## config.mk

```make
export PLATFORM = sky130hd
export DESIGN_NAME = mem_port_arbiter_flat
export DESIGN_NICKNAME = d
export VERILOG_FILES = /design/src/rtl/mem_port_arbiter_if.sv /design/src/rtl/mem_port_arbiter.sv /design/src/flat_wrapper.sv
export SDC_FILE = /design/constraint.sdc
export NUM_CORES = 1
export LEC_CHECK = 0
export BUFFER_PORTS_ARGS = -buffer_cell sky130_fd_sc_hd__buf_2
export CORE_UTILIZATION = 48
export CTS_BUF_LIST = sky130_fd_sc_hd__clkbuf_2
export DETAILED_ROUTE_END_ITERATION = 6
export PLACE_DENSITY = 0.91
export SYNTH_ARGS = -nofsm -noshare
export SYNTH_HDL_FRONTEND = slang
export SYNTH_SLANG_ARGS = --single-unit
```

## constraint.sdc

```tcl
create_clock -name clock_i -period 2.1 [get_ports clock_i]
set_input_delay 0 -clock clock_i [delete_from_list [all_inputs] [get_ports clock_i]]
set_output_delay 0 -clock clock_i [all_outputs]
set_load 0.05 [all_outputs]
```

## src/rtl/mem_port_arbiter_if.sv

```systemverilog
// Bundle of requester, memory and status signals around the fetch/data memory port arbiter.
// The arbiter connects through master; requesters and the memory connect through slave.
interface mem_port_arbiter_if #(
  parameter int unsigned ADDR_W = 32,
  parameter int unsigned DATA_W = 32
);
  logic              if_req;
  logic [ADDR_W-1:0] if_addr;
  logic              if_ack;
  logic [DATA_W-1:0] if_rdata;

  logic              dm_req;
  logic              dm_we;
  logic [ADDR_W-1:0] dm_addr;
  logic [DATA_W-1:0] dm_wdata;
  logic              dm_ack;
  logic [DATA_W-1:0] dm_rdata;

  logic [ADDR_W-1:0] mem_addr;
  logic [DATA_W-1:0] mem_wdata;
  logic              mem_wr;
  logic [DATA_W-1:0] mem_rdata;

  logic              owner;
  logic [1:0]        state_out;

  modport master (
    input  if_req, if_addr, dm_req, dm_we, dm_addr, dm_wdata, mem_rdata,
    output if_ack, if_rdata, dm_ack, dm_rdata, mem_addr, mem_wdata, mem_wr,
           owner, state_out
  );

  modport slave (
    output if_req, if_addr, dm_req, dm_we, dm_addr, dm_wdata, mem_rdata,
    input  if_ack, if_rdata, dm_ack, dm_rdata, mem_addr, mem_wdata, mem_wr,
           owner, state_out
  );
endinterface

```

## src/rtl/mem_port_arbiter.sv

```systemverilog
// Shares one single-port memory between instruction fetch and load/store:
// round-robin grant, fixed read latency, one-cycle ack per completed access.
module mem_port_arbiter #(
  parameter int unsigned ADDR_W      = 32,
  parameter int unsigned DATA_W      = 32,
  parameter int unsigned WAIT_CYCLES = 2
) (
  input  logic                clock_i,
  input  logic                reset_i,
  mem_port_arbiter_if.master  bus
);

  localparam int unsigned CNT_W = 3;

  typedef enum logic [1:0] {
    S_IDLE   = 2'd0,
    S_ACCESS = 2'd1,
    S_WAIT   = 2'd2,
    S_RESP   = 2'd3
  } state_e;

  state_e            state_q, state_d;
  logic              owner_q, owner_d;
  logic              we_q, we_d;
  logic [CNT_W-1:0]  cnt_q, cnt_d;
  logic              last_owner_q, last_owner_d;
  logic [ADDR_W-1:0] mem_addr_q, mem_addr_d;
  logic [DATA_W-1:0] mem_wdata_q, mem_wdata_d;
  logic              mem_wr_q, mem_wr_d;
  logic              if_ack_q, if_ack_d;
  logic              dm_ack_q, dm_ack_d;
  logic [DATA_W-1:0] if_rdata_q, if_rdata_d;
  logic [DATA_W-1:0] dm_rdata_q, dm_rdata_d;
  logic              grant_dm;

  // State and datapath registers; reset abandons any in-flight access
  always_ff @(posedge clock_i) begin
    if (reset_i) begin
      state_q      <= S_IDLE;
      owner_q      <= 1'b0;
      we_q         <= 1'b0;
      cnt_q        <= '0;
      last_owner_q <= 1'b1;
      mem_addr_q   <= '0;
      mem_wdata_q  <= '0;
      mem_wr_q     <= 1'b0;
      if_ack_q     <= 1'b0;
      dm_ack_q     <= 1'b0;
      if_rdata_q   <= '0;
      dm_rdata_q   <= '0;
    end else begin
      state_q      <= state_d;
      owner_q      <= owner_d;
      we_q         <= we_d;
      cnt_q        <= cnt_d;
      last_owner_q <= last_owner_d;
      mem_addr_q   <= mem_addr_d;
      mem_wdata_q  <= mem_wdata_d;
      mem_wr_q     <= mem_wr_d;
      if_ack_q     <= if_ack_d;
      dm_ack_q     <= dm_ack_d;
      if_rdata_q   <= if_rdata_d;
      dm_rdata_q   <= dm_rdata_d;
    end
  end

  // Next state; ack and mem_wr are computed one cycle ahead so they leave as flops
  always_comb begin
    state_d      = state_q;
    owner_d      = owner_q;
    we_d         = we_q;
    cnt_d        = cnt_q;
    last_owner_d = last_owner_q;
    mem_addr_d   = mem_addr_q;
    mem_wdata_d  = mem_wdata_q;
    mem_wr_d     = 1'b0;
    if_ack_d     = 1'b0;
    dm_ack_d     = 1'b0;
    if_rdata_d   = if_rdata_q;
    dm_rdata_d   = dm_rdata_q;
    grant_dm     = 1'b0;

    case (state_q)
      S_IDLE: begin
        if (bus.if_req || bus.dm_req) begin
          // On a tie the requester that was not served last wins
          grant_dm   = bus.dm_req && (!bus.if_req || !last_owner_q);
          owner_d    = grant_dm;
          we_d       = grant_dm && bus.dm_we;
          mem_addr_d = grant_dm ? bus.dm_addr : bus.if_addr;
          if (grant_dm) begin
            mem_wdata_d = bus.dm_wdata;
          end
          mem_wr_d = grant_dm && bus.dm_we;
          cnt_d    = CNT_W'(WAIT_CYCLES - 1);
          state_d  = S_ACCESS;
        end
      end

      S_ACCESS: begin
        if (we_q || (cnt_q == '0)) begin
          state_d  = S_RESP;
          if_ack_d = !owner_q;
          dm_ack_d = owner_q;
        end else begin
          state_d = S_WAIT;
        end
      end

      S_WAIT: begin
        cnt_d = cnt_q - CNT_W'(1);
        if (cnt_q == CNT_W'(1)) begin
          state_d  = S_RESP;
          if_ack_d = !owner_q;
          dm_ack_d = owner_q;
        end
      end

      S_RESP: begin
        last_owner_d = owner_q;
        if (!we_q) begin
          if (owner_q) begin
            dm_rdata_d = bus.mem_rdata;
          end else begin
            if_rdata_d = bus.mem_rdata;
          end
        end
        state_d = S_IDLE;
      end

      default: state_d = S_IDLE;
    endcase
  end

  // Read data passes straight through during the response cycle, then holds
  assign bus.if_rdata  = if_rdata_d;
  assign bus.dm_rdata  = dm_rdata_d;
  assign bus.if_ack    = if_ack_q;
  assign bus.dm_ack    = dm_ack_q;
  assign bus.mem_addr  = mem_addr_q;
  assign bus.mem_wdata = mem_wdata_q;
  assign bus.mem_wr    = mem_wr_q;
  assign bus.owner     = owner_q;
  assign bus.state_out = state_q;

endmodule

```

## src/flat_wrapper.sv

```systemverilog
// flat-port wrapper written by rule: the top's interface ports become plain ports
module mem_port_arbiter_flat 
#(
  parameter int unsigned ADDR_W      = 32,
  parameter int unsigned DATA_W      = 32,
  parameter int unsigned WAIT_CYCLES = 2
)
  (clock_i, reset_i, bus_if_req, bus_if_addr, bus_dm_req, bus_dm_we, bus_dm_addr, bus_dm_wdata, bus_mem_rdata, bus_if_ack, bus_if_rdata, bus_dm_ack, bus_dm_rdata, bus_mem_addr, bus_mem_wdata, bus_mem_wr, bus_owner, bus_state_out);
  mem_port_arbiter_if #(.ADDR_W(ADDR_W), .DATA_W(DATA_W)) bus_i ();
  input  logic clock_i;
  input  logic reset_i;
  input wire logic [$bits(bus_i.if_req)-1:0] bus_if_req;
  input wire logic [$bits(bus_i.if_addr)-1:0] bus_if_addr;
  input wire logic [$bits(bus_i.dm_req)-1:0] bus_dm_req;
  input wire logic [$bits(bus_i.dm_we)-1:0] bus_dm_we;
  input wire logic [$bits(bus_i.dm_addr)-1:0] bus_dm_addr;
  input wire logic [$bits(bus_i.dm_wdata)-1:0] bus_dm_wdata;
  input wire logic [$bits(bus_i.mem_rdata)-1:0] bus_mem_rdata;
  output wire logic [$bits(bus_i.if_ack)-1:0] bus_if_ack;
  output wire logic [$bits(bus_i.if_rdata)-1:0] bus_if_rdata;
  output wire logic [$bits(bus_i.dm_ack)-1:0] bus_dm_ack;
  output wire logic [$bits(bus_i.dm_rdata)-1:0] bus_dm_rdata;
  output wire logic [$bits(bus_i.mem_addr)-1:0] bus_mem_addr;
  output wire logic [$bits(bus_i.mem_wdata)-1:0] bus_mem_wdata;
  output wire logic [$bits(bus_i.mem_wr)-1:0] bus_mem_wr;
  output wire logic [$bits(bus_i.owner)-1:0] bus_owner;
  output wire logic [$bits(bus_i.state_out)-1:0] bus_state_out;
  assign bus_i.if_req = bus_if_req;
  assign bus_i.if_addr = bus_if_addr;
  assign bus_i.dm_req = bus_dm_req;
  assign bus_i.dm_we = bus_dm_we;
  assign bus_i.dm_addr = bus_dm_addr;
  assign bus_i.dm_wdata = bus_dm_wdata;
  assign bus_i.mem_rdata = bus_mem_rdata;
  assign bus_if_ack = bus_i.if_ack;
  assign bus_if_rdata = bus_i.if_rdata;
  assign bus_dm_ack = bus_i.dm_ack;
  assign bus_dm_rdata = bus_i.dm_rdata;
  assign bus_mem_addr = bus_i.mem_addr;
  assign bus_mem_wdata = bus_i.mem_wdata;
  assign bus_mem_wr = bus_i.mem_wr;
  assign bus_owner = bus_i.owner;
  assign bus_state_out = bus_i.state_out;
  mem_port_arbiter #(.ADDR_W(ADDR_W), .DATA_W(DATA_W), .WAIT_CYCLES(WAIT_CYCLES)) u_core (.clock_i(clock_i), .reset_i(reset_i), .bus(bus_i));
endmodule
```

* Word-level counts from Yosys, hierarchy flattened
Cells that the tools add are included.
** Word-level totals
- Register bits after elaboration :: 139
- Latch bits :: 0
- RAM bits :: 0
- ROM bits :: 0
- Input bits :: 133
- Logic and storage cells :: 56
- Memories :: 0
** Cells by class
- Add/subtract/negate cells :: 1
- Multiply operators :: 0
- Div/mod/pow operators :: 0
- Order comparisons :: 0
- Equal/unequal tests :: 6
- Shift-type cells :: 0
- Mux-type cells :: 19
- Bitwise operators :: 2
- Reduce and logical (&&, ||, !) cells :: 16
** Operators with widths (number)
- 2-to-1 mux 32 bit :: 7
- case mux 2 bit (4 select lines) :: 1
- case mux 3 bit (2 select lines) :: 1
- AND reduction 2 bit :: 3
- 2-to-1 mux 1 bit :: 5
- equality test 2 bit, second input constant :: 2
- 2-to-1 mux 2 bit :: 2
- != test 2 x 1 -> 1 bit, second input constant :: 2
- case mux 1 bit (2 select lines) :: 2
- equality test 3 x 1 -> 1 bit, second input constant :: 1
- zero test 1 bit :: 3
- zero test 3 bit :: 1
- logical OR 1 bit :: 3
- 2-to-1 mux 3 bit :: 1
- AND reduction 3 bit :: 1
- OR reduction 3 bit :: 1
- subtractor 3 x 1 -> 3 bit, second input constant :: 1
- equality test 2 x 1 -> 1 bit, second input constant :: 1
- logical AND 1 bit :: 2
- zero test 2 bit :: 1
- inverter 1 bit :: 2
- nonzero test 2 bit :: 1

* Longest topological paths before layout
- Word-level depth :: 4
- Gate-level depth with buffers :: 7
- Mapped depth without buffers :: 6

* Least setup slack after synthesis
Ideal clock, no wire load.
- Path type :: register to register
- From :: register u_core.state_q[1] (netlist: u_core.bus.state_out[1])
- To :: register u_core.if_rdata_q[10]
- Setup time :: 114 ps
- Arrival time :: 2127 ps
- Setup slack :: -141 ps
- Cell stages (with the launch flop) :: 6
- Path buffers :: 1
- Clock period less this slack :: 2241 ps
- Cells stage by stage :: dfxtp_1 ha_1 nor3b_4 buf_6 mux2_4 and2b_1
** Between the ends
- Cells in the longest elaborated chain, start to end :: 2
** Ends and longest elaborated chain
- start: declaration :: line mem_port_arbiter.sv:22 : state_e state_q, state_d;
- start signal: assignment :: line mem_port_arbiter.sv:52 : state_q <= state_d;
- equality test 2 bit :: line mem_port_arbiter.sv:83 : case (state_q)
- 2-to-1 mux 32 bit :: line mem_port_arbiter.sv:83
- net bus_if_rdata[10] :: line flat_wrapper.sv:20 : output wire logic [$bits(bus_i.if_rdata)-1:0] bus_if_rdata;
- end signal: assignment :: line mem_port_arbiter.sv:62 : if_rdata_q <= if_rdata_d;
- end: declaration :: line mem_port_arbiter.sv:32 : logic [DATA_W-1:0] if_rdata_q, if_rdata_d;
The timed path passes the listed nets, and every way through them passes these cells.
A chain may end at the register's enable or synchronous reset.

* Worst setup path in the final report
- From :: register u_core.state_q[1] (netlist: u_core.bus.state_out[1])
- To :: output port bus_dm_rdata[13]
** Between the ends
- Cells in the longest elaborated chain, start to end :: 2
** Ends and longest elaborated chain
- equality test 2 bit :: line mem_port_arbiter.sv:83
- 2-to-1 mux 32 bit :: line mem_port_arbiter.sv:83
- end: declaration :: line flat_wrapper.sv:22 : output wire logic [$bits(bus_i.dm_rdata)-1:0] bus_dm_rdata;
No other way between the ends.

==> metrics <==
Synth Area in Compound Gates approximately a tenth; Avg Cell Area, Syn 9.91 µm²; Setup WS post-layout -210 ps; Worst Path Arrival roughly 2300 ps; Antenna Violating Nets Remaining 0; XOR/XNOR Fraction of Synth Area 0%; DRC 32; FF/Latch Area 2790 µm²; maximum vdd drop 0.762 mV; Worst Skew between 70 and 80 ps; clock root buffer clkbuf_2; TritonRoute pass-1 iters 7; row count 39; max cap viols 0; share of layout cells above drive strength 1 39.2%; # IOs 267; failing checks design-rule violations, negative setup slack; worst min-delay path category in2reg; routed vias roughly 6700; worst r2r src u_core.last_owner_q$_SDFFE_PP1N_; final WL 26.2 mm; Worst Setup Start Kind register; post-synthesis cell area 5800 µm²; Seq/Total Area, Yosys 48.0%; final RePlAce weighted congestion between 0.7 and 0.8; Setup crit end bus_dm_rdata[13]; Core ar. 11600 µm²; htree depth 4; Starting Density approximately half; final std cells w/o fill 1190; ranking of synthesized cells by area dfxtp_1, mux2_4, nand2_1, a311oi_1, and2b_1; Worst Path Required about 2100 ps; Worst-path clk slew 180 ps; chip height around 110 µm; PortBufs 266; Worst Hold Depth 4; first-pass GRT wire length 37.0 mm; unrepaired setup endpoints after global routing yes; pin count of the biggest net entering global routing 76; Reg2Reg Setup Slack ~110 ps; vias in the first global route 7018; FMAX 433 MHz; Synth cell types 35; initial antenna violation count 2; Slowest-stage cell, CP dfxtp_4; critical path peak fanout 8; DRT iter0 DRCs 672; leakage 4.79 nW; Max Slew Vio Count 0; min Tclk post-route 2310 ps; YS warnings 0; Layout Nets 1173; post-synthesis simple-gate area fraction 20.6%; status finished with violations; Hold Slack 25.7 ps; Multi-input gate area 2860 µm²; DP Wirelength 10.0 mm; FILL cells around 540; post-synth net total 726; Critical path origin u_core.bus.state_out[1]$_SDFFE_PP0P_; post-synthesis mux area share 16.0%; post-synthesis adder-cell area fraction about 1.7%; slew margin rel. 49.6%; clk buf depth 2; final core occ roughly 86%; total placed cells including tap cells 963; Final period util 110%; GRT Overall Usage between 30% and 40%; per-cell routed wire length 22.0 µm; WS Path Type reg2out; Vias/cell 5.59; clk_lat worst skew a little under 800 ps; CTS tree yes; measured slew at the worst slew-check pin 756 ps; #FFs+latches synth 139; die width 112 µm; TNS Setup -10320 ps; biggest area consumer among synthesized cells dfxtp_1; die area 12500 µm²; worst reg-to-reg path cell count 6; Layout area overhead 72.3%; FF-to-FF End u_core.bus.mem_addr[26]$_SDFFE_PP0P_; total global routing overflow 0; Synth Instances 585; largest family of logic cells by synthesized area simple AND/OR/NAND/NOR gates; crit-path cells ha_4 -> buf_4 -> nand3b_4 -> buf_12 -> buf_16 -> mux2_4 -> buf_6; final setup vio count between 60 and 70; max incr delay on CP 400 ps; pwr dens about 940 nW/µm²; critical path endpoint category primary output; Synth top area share 48.0%; CTS Sinks 139; total CTS buffers 17; endpoints failing hold 0
[cell type report]
| type | count | share of cell area [%] |
|---|---|---|
| Timing Repair Buffer | 469 | 39.8 |
| Multi-Input combinational cell | 400 | 28.6 |
| Sequential cell | 139 | 27.9 |
| Tap cell | 143 | 1.79 |
| Clock buffer | 20 | 1.00 |
| Clock inverter | 11 | 0.563 |
| Inverter | 5 | 0.188 |
| Antenna cell | 3 | 0.0751 |
[power breakdown]
part | leakage, nW | switching [W] | internal, W
clock network | 0.112 | 0.00104 | 0.000290
logic | 3.54 | 0.00308 | 0.00166
registers | 1.13 | 0.000281 | 0.00308
[how the worst min path moves through the flow]
stage / startpoint / endpoint / slack [ps]
finish: bus_dm_wdata[16] / u_core.bus.mem_wdata[16]$_SDFFE_PP0P_ / 30
global placement: bus_dm_we / u_core.bus.mem_wr$_SDFF_PP0_ / 240
detailed placement: bus_dm_wdata[3] / u_core.bus.mem_wdata[3]$_SDFFE_PP0P_ / 250
global route: bus_if_addr[21] / u_core.bus.mem_addr[21]$_SDFFE_PP0P_ / -7
CTS: bus_dm_wdata[16] / u_core.bus.mem_wdata[16]$_SDFFE_PP0P_ / 10
floorplan: bus_dm_wdata[0] / u_core.bus.mem_wdata[0]$_SDFFE_PP0P_ / 140
[registers in the layout (all words and copies together), names as in the netlist]
name / cells
u_core.bus.if_ack: 1
u_core.we_q: 1
u_core.dm_rdata_q: 32
u_core.bus.owner: 1
u_core.bus.mem_wdata: 32
u_core.bus.mem_addr: 32
u_core.last_owner_q: 1
u_core.if_rdata_q: 32
u_core.bus.dm_ack: 1
u_core.bus.mem_wr: 1
u_core.bus.state_out: 2
u_core.cnt_q: 3
[critical path, delay by kind of cell, from the launching register on]
family / cells / cell delay, ps
buffers and inverters: 4 / 600
DFF: 1 / 400
muxes: 1 / 330
adders and majority gates: 1 / 140
and+or+nand+nor: 1 / 120
[layout by cell type (no fill, tap or decap), types with 6 or more instances in the layout]
cell and instances:
buf_2 201, dlygate4sd3_1 168, nand2_1 137, dfxtp_1 135
mux2_4 64, buf_6 50, a21oi_1 36, nor2_1 35
nor2b_1 34, and2b_1 31, a311oi_1 30, clkbuf_2 20
buf_4 18, buf_8 18, buf_12 8, ha_1 6
clkinv_2 6
[cell families (layout without fill, tap and decap cells)]
kind of cell             Yosys count  in the layout
multiplexers                      65             65
other                              0              3
AND/OR/NAND/NOR                  248            248
flip-flops                       139            139
buffers and inverters             46            505
AO/OA/AOI/OAI                     79             79
adder cells (fa/ha/maj)            8              8
[metal layers]
metal  track usage [%]  wire length [µm]  up-vias
met5                 0                 0        -
met4              33.0              2250        0
met3              11.8              2240      190
met2              68.3             13000      550
met1              36.9              8690     3051
li1                  -                 -     2859
[through the flow]
stage               setup WS (ps)  power [W]  area, µm²
floorplan                    73.3    0.00621       5800
global placement              327    0.00699       7230
detailed placement            263    0.00706       7230
CTS                          -205    0.00883       9690
global route                 -315    0.00974       9990
finish                       -210    0.00942       9990
[Yosys cell counts]
| cell | number |
|---|---|
| buf_6 | 6 |
| nor3_1 | 1 |
| a211o_1 | 1 |
| nand2b_1 | 1 |
| nand2_1 | 137 |
| o21ai_0 | 4 |
| a21oi_1 | 36 |
| a21o_1 | 1 |
| dfxtp_1 | 139 |
| a21boi_4 | 1 |
| and4b_1 | 1 |
| o21a_1 | 1 |
| inv_1 | 5 |
| clkbuf_1 | 18 |
| and2b_1 | 31 |
| nand3b_4 | 1 |
| nor4b_1 | 1 |
| and2_1 | 1 |
| or3b_1 | 1 |
| a211oi_2 | 1 |
| a311oi_1 | 32 |
| mux2i_1 | 1 |
| nor2_1 | 35 |
| buf_1 | 6 |
| buf_2 | 8 |
| nor3b_4 | 1 |
| mux2_4 | 52 |
| nor4bb_1 | 1 |
| a21boi_2 | 1 |
| nor2b_1 | 34 |
| a211oi_1 | 1 |
| mux2_2 | 12 |
| or2_2 | 2 |
| buf_4 | 3 |
| ha_1 | 8 |
[repair_timing]
| item | CTS | global route |
|---|---|---|
| gates cloned | 6 | 1 |
| gates resized for setup | 145 | 39 |
| hold endpoints to repair | 135 | 3 |
| hold buffers | 165 | 3 |
| pin swaps | 1 | 0 |
| buffers inserted | 5 | 15 |
| endpoints found under the setup margin | 64 | 68 |
No activity file was read; power rests on OpenSTA's default activity.
